**src/rtl/switch_input_port.sv**
```systemverilog
// switch_input_port: memory-mapped switch input peripheral.
// Synchronises and debounces N_SW raw switch pins, latches per-switch
// change flags (write-1-to-clear), drives a registered interrupt and keeps
// a CPU-writable snapshot register that can track the debounced switches.
// Optional feature macro: SWPORT_EDGE_SEL_EN adds CTRL bit2 RISE_ONLY,
// which restricts flag setting to 0->1 transitions of the debounced level.
//
// Register map (unused upper bits read 0):
//   addr 0 STATE (RO)  : debounced switch levels
//   addr 1 FLAGS (W1C) : latched change flags
//   addr 2 CTRL  (RW)  : bit0 LIVE, bit1 IRQ_EN, bit2 RISE_ONLY (optional)
//   addr 3 SNAP  (RW)  : full-width snapshot
module switch_input_port #(
    parameter int ANCHO      = 32,
    parameter int N_SW       = 16,
    parameter int DEB_CYCLES = 4
) (
    input  logic             clk,
    input  logic             rst,
    input  logic             sel,
    input  logic             WE,
    input  logic [1:0]       addr,
    input  logic [ANCHO-1:0] Entrada,
    output logic [ANCHO-1:0] Salida,
    input  logic [N_SW-1:0]  sw,
    output logic             irq
);

    localparam int CNT_W = (DEB_CYCLES > 1) ? $clog2(DEB_CYCLES) : 1;
    localparam logic [CNT_W-1:0] CNT_MAX = CNT_W'(DEB_CYCLES - 1);

`ifdef SWPORT_EDGE_SEL_EN
    localparam int CTRL_W = 3;
`else
    localparam int CTRL_W = 2;
`endif

    localparam logic [1:0] A_STATE = 2'd0;
    localparam logic [1:0] A_FLAGS = 2'd1;
    localparam logic [1:0] A_CTRL  = 2'd2;
    localparam logic [1:0] A_SNAP  = 2'd3;

    logic [N_SW-1:0]   r_sync_p0;
    logic [N_SW-1:0]   r_sync_p1;
    logic [CNT_W-1:0]  r_cnt [N_SW];
    logic [N_SW-1:0]   r_stable;
    logic [N_SW-1:0]   r_flags;
    logic [CTRL_W-1:0] r_ctrl;
    logic [ANCHO-1:0]  r_snap;
    logic              r_irq;

    logic [CNT_W-1:0]  w_cnt_nxt [N_SW];
    logic [N_SW-1:0]   w_stable_nxt;
    logic [N_SW-1:0]   w_flag_set;
    logic [ANCHO-1:0]  w_stable_ext;
    logic              w_wr;
    logic              w_live;
    logic              w_irq_en;

    assign w_wr     = WE & sel;
    assign w_live   = r_ctrl[0];
    assign w_irq_en = r_ctrl[1];
    assign irq      = r_irq;

    // Two-flop synchroniser per switch pin
    always_ff @(posedge clk) begin
        if (rst) begin
            r_sync_p0 <= '0;
            r_sync_p1 <= '0;
        end else begin
            r_sync_p0 <= sw;
            r_sync_p1 <= r_sync_p0;
        end
    end

    // Debounce: count consecutive mismatches, accept the new level on the last one
    always_comb begin
        w_stable_nxt = r_stable;
        for (int i = 0; i < N_SW; i++) begin
            w_cnt_nxt[i] = '0;
            if (r_sync_p1[i] != r_stable[i]) begin
                if (r_cnt[i] == CNT_MAX) begin
                    w_stable_nxt[i] = r_sync_p1[i];
                end else begin
                    w_cnt_nxt[i] = r_cnt[i] + 1'b1;
                end
            end
        end
    end

    // Debounce counters and accepted switch levels
    always_ff @(posedge clk) begin
        if (rst) begin
            r_stable <= '0;
            for (int i = 0; i < N_SW; i++) begin
                r_cnt[i] <= '0;
            end
        end else begin
            r_stable <= w_stable_nxt;
            for (int i = 0; i < N_SW; i++) begin
                r_cnt[i] <= w_cnt_nxt[i];
            end
        end
    end

    // Which debounced transitions raise a flag (any change, or rises only)
    always_comb begin
`ifdef SWPORT_EDGE_SEL_EN
        if (r_ctrl[2]) begin
            w_flag_set = w_stable_nxt & ~r_stable;
        end else begin
            w_flag_set = w_stable_nxt ^ r_stable;
        end
`else
        w_flag_set = w_stable_nxt ^ r_stable;
`endif
    end

    // Change flags: W1C clear first, a simultaneous new event re-sets the bit
    always_ff @(posedge clk) begin
        if (rst) begin
            r_flags <= '0;
        end else if (w_wr && addr == A_FLAGS) begin
            r_flags <= (r_flags & ~Entrada[N_SW-1:0]) | w_flag_set;
        end else begin
            r_flags <= r_flags | w_flag_set;
        end
    end

    // Control register; only implemented bits are stored
    always_ff @(posedge clk) begin
        if (rst) begin
            r_ctrl <= '0;
        end else if (w_wr && addr == A_CTRL) begin
            r_ctrl <= Entrada[CTRL_W-1:0];
        end
    end

    // Zero-extended debounced levels for the snapshot and STATE read
    always_comb begin
        w_stable_ext             = '0;
        w_stable_ext[N_SW-1:0]   = r_stable;
    end

    // Snapshot: CPU write beats live tracking, otherwise hold
    always_ff @(posedge clk) begin
        if (rst) begin
            r_snap <= '0;
        end else if (w_wr && addr == A_SNAP) begin
            r_snap <= Entrada;
        end else if (w_live) begin
            r_snap <= w_stable_ext;
        end
    end

    // Interrupt request, one cycle behind the flags and enable
    always_ff @(posedge clk) begin
        if (rst) begin
            r_irq <= 1'b0;
        end else begin
            r_irq <= w_irq_en & (|r_flags);
        end
    end

    // Read mux, combinational from addr and current register contents
    always_comb begin
        Salida = '0;
        case (addr)
            A_STATE: Salida = w_stable_ext;
            A_FLAGS: Salida[N_SW-1:0]   = r_flags;
            A_CTRL:  Salida[CTRL_W-1:0] = r_ctrl;
            A_SNAP:  Salida = r_snap;
            default: Salida = '0;
        endcase
    end

endmodule

```
**config.mk**
```make
export PLATFORM = sky130hd
export DESIGN_NAME = switch_input_port
export DESIGN_NICKNAME = d
export VERILOG_FILES = /design/src/rtl/switch_input_port.sv
export SDC_FILE = /design/constraint.sdc
export NUM_CORES = 1
export LEC_CHECK = 0
export CAP_MARGIN = 20
export CELL_PAD_IN_SITES_DETAIL_PLACEMENT = 0
export CELL_PAD_IN_SITES_GLOBAL_PLACEMENT = 1
export CORE_UTILIZATION = 41
export DETAILED_ROUTE_END_ITERATION = 10
export PLACE_DENSITY_LB_ADDON = 0.2
export SLEW_MARGIN = 10
export SYNTH_ARGS = -nofsm -noshare
export SYNTH_HDL_FRONTEND = slang
export SYNTH_SLANG_ARGS = --single-unit
```
**constraint.sdc**
```tcl
create_clock -name clk -period 1.8 [get_ports clk]
set_clock_uncertainty 0.1 [all_clocks]
set_input_delay 0.36 -clock clk [delete_from_list [all_inputs] [get_ports clk]]
set_output_delay 0.36 -clock clk [all_outputs]
set_load 0.05 [all_outputs]
```
==> impl_metrics.tcl <==
set metrics [dict create \
    outcome "finished, violations left" \
    violations "negative setup slack" \
    core.rowCount 41 \
    p_per_area_mw_per_mm2 923 \
    synth-seq-cells 131 \
    grt_pass1_vias 3857 \
    seq_area_sq_mm 0.00266 \
    worst_pin_slew_ps 462 \
    whs_ps 266 \
    cap_viol_max_count 0 \
    ant_nets 0 \
    grt.total_usage_pct 18.4 \
    setup-violations-final 16 \
    io_pins 87 \
    port_buffers 86 \
    cts_sinks 131 \
    drt-total-wl_um 11800 \
    final_common_cell "dfxtp_1" \
    hold_violations 0 \
    avgRoutedWirePerCell_um 14.6 \
    synth.avg_cell_area_sq_um 10.4 \
    most-common-layout-cells "106 x dfxtp_1, 50 x clkdlybuf4s50_1, 36 x buf_12" \
    crit_path_max_fanout 3 \
    start_util_pct 42.2 \
    vias 4049 \
    top_layer_used "met4" \
    antenna_found_initial 0 \
    viasPerCell 5.00 \
    area_delta_synth_final_pct 44.7 \
    preCtsSetupSlack_ps -522 \
    drc 0 \
    slowest_stage "dfxtp_4" \
    clock-root-buffer "clkbuf_16" \
    wl_met1_um 5520 \
    grt_overflow_total 0 \
    grt_max_degree 44 \
    cp_cell_sequence "mux2_4, a22o_4, buf_12" \
    layout_worst_path_cycle_share_pct 104 \
    netlist_area_sq_mm 0.00535 \
    drive_above_1_share_pct 28.6 \
    fillers 1066 \
    worstPathRequired_ps 1340 \
    cts.htree.levels 4 \
    die_h_um 116 \
    cts_buffers 17 \
    fin_ws_ps -75.3 \
    ys_warn_count 0 \
    fmax_mhz 533 \
    dr_wl_met2_um 5700 \
    die-area_sq_mm 0.0135 \
    synth.net_count 585 \
    drt_iter0_drc 198 \
    ys_types 33 \
    cp-end-kind "output port" \
    die_w_um 116 \
    dpl.hpwl_um 7960 \
    n_antenna_cell 0 \
    clk_latency_ps 410 \
    seq_area_frac_synth_pct 49.1 \
    vdd_drop_max_mv 0.584 \
    grt_setup_unrepaired "yes" \
    cts_tree "built" \
    netlist_instances 515 \
    nets 694 \
    p_leak_uw 0.00306 \
    worst_setup_path_start_kind "register" \
    hp-class "in -> reg" \
    first_pass_iters 4 \
    layout_min_cycle_time_ps 1880 \
    max-clock-path-buffers 2 \
    gp_congestion 0.739 \
    relSlewSlack_pct 69.2 \
    cts.clk_slew.worst_paths_ps 60 \
    multiInputGateArea_sq_mm 0.00263 \
    core_area_sq_mm 0.0127 \
    arrival_ps 1420 \
    slew_viol_final 0 \
    wl_met3_um 437 \
    worstSetupPathType "reg -> out" \
    crit_path_max_incr_delay_ps 350 \
    grt_pass1_wl_um 18900 \
]
sequential cells by signal (all words and copies together), names as in the netlist:
signal	cells
r_snap	32
r_sync_p1	16
irq	1
r_flags	16
r_sync_p0	16
r_cnt	32
r_stable	16
r_ctrl	2
per-stage QoR:
step                      instance area, sq um  setup TNS [ps]  power (uW)  std cells  utilization, %
after CTS                                 7610           -1050        7210        802            60.1
after floorplan                           5370               0        3280        515               -
after global placement                    6760          -26360        3500        758            53.4
after detailed placement                  6760          -28130        3510        758            53.4
after global routing                      7730           -1120        7380        809            61.0
final                                     7730            -627        7140        809            61.0
power breakdown:
| part | switching, uW | internal, uW | total (uW) |
|---|---|---|---|
| sequential | 28.8 | 2970 | 2990 |
| combinational | 221 | 256 | 477 |
| clock | 1280 | 2390 | 3670 |
synth_stat cells, drive strengths merged:
master | number | area (sq um)
nor2 | 35 | 131
mux2i | 34 | 340
buf | 22 | 151
nor4 | 20 | 125
inv | 16 | 60.1
nand4 | 1 | 12.5
a41oi | 1 | 8.76
clkbuf | 13 | 50.0
dfxtp | 131 | 2620
a21oi | 32 | 160
nand3b | 16 | 120
xnor2 | 16 | 140
a22o | 14 | 123
and3 | 16 | 100
mux4 | 2 | 45.0
a211oi | 16 | 170
o21ai | 16 | 80.1
nand4b | 2 | 32.5
mux2 | 14 | 158
and4 | 1 | 8.76
nand2b | 17 | 106
nor4b | 16 | 140
nand2 | 16 | 60.1
nor2b | 32 | 200
ha | 16 | 200
what timing repair did:
item                                    in CTS  in global routing
endpoints found under the setup margin      32                 21
pin swaps                                    6                  6
resized for setup                           47                 21
hold buffers                                 0                  0
hold endpoints to repair                     0                  0
buffers inserted                            12                  7
cells by family after synthesis:
kind of cell	synth area share, %
fa+ha+maj	3.74
flops	49.1
buf+inv	4.89
compound gates	10.1
mux	10.2
simple gates	19.4
xor+xnor	2.62
metal layers:
metal / up-vias / track usage (%)
met5: - / 0
met4: 0 / 7.78
met3: 16 / 4.15
met2: 86 / 30.9
met1: 1902 / 22.8
li1: 2045 / -
worst max-delay path: cells and delay by family, from the launching register on:
| family | cells | cell delay [ps] |
|---|---|---|
| DFF | 1 | 350 |
| buffers and inverters | 1 | 150 |
| muxes | 1 | 280 |
| AOI/OAI and AO/OA | 1 | 230 |
area by class of cell:
class	instances	area share, %
inverters	16	0.777
clock buffers	20	5.91
repair buffers	125	19.9
multi-input cells	333	34.0
clock inverters	12	2.33
flip-flops and latches	131	34.3
well taps	172	2.78
worst paths after layout:
kind	start	to	slack [ps]	depth (start not counted)
worst min register to register	r_cnt[1][10]$_SDFF_PP0_	r_cnt[1][10]$_SDFF_PP0_	330	1
worst max-delay path	r_flags[15]$_SDFF_PP0_	Salida[15]	-80	3
worst min-delay path	rst	r_stable[1]$_SDFF_PP0_	270	2
worst max register to register	r_ctrl[0]$_SDFFE_PP0P_	r_snap[9]$_SDFFE_PP0P_	450	3
(Power assumes the default switching activity.)
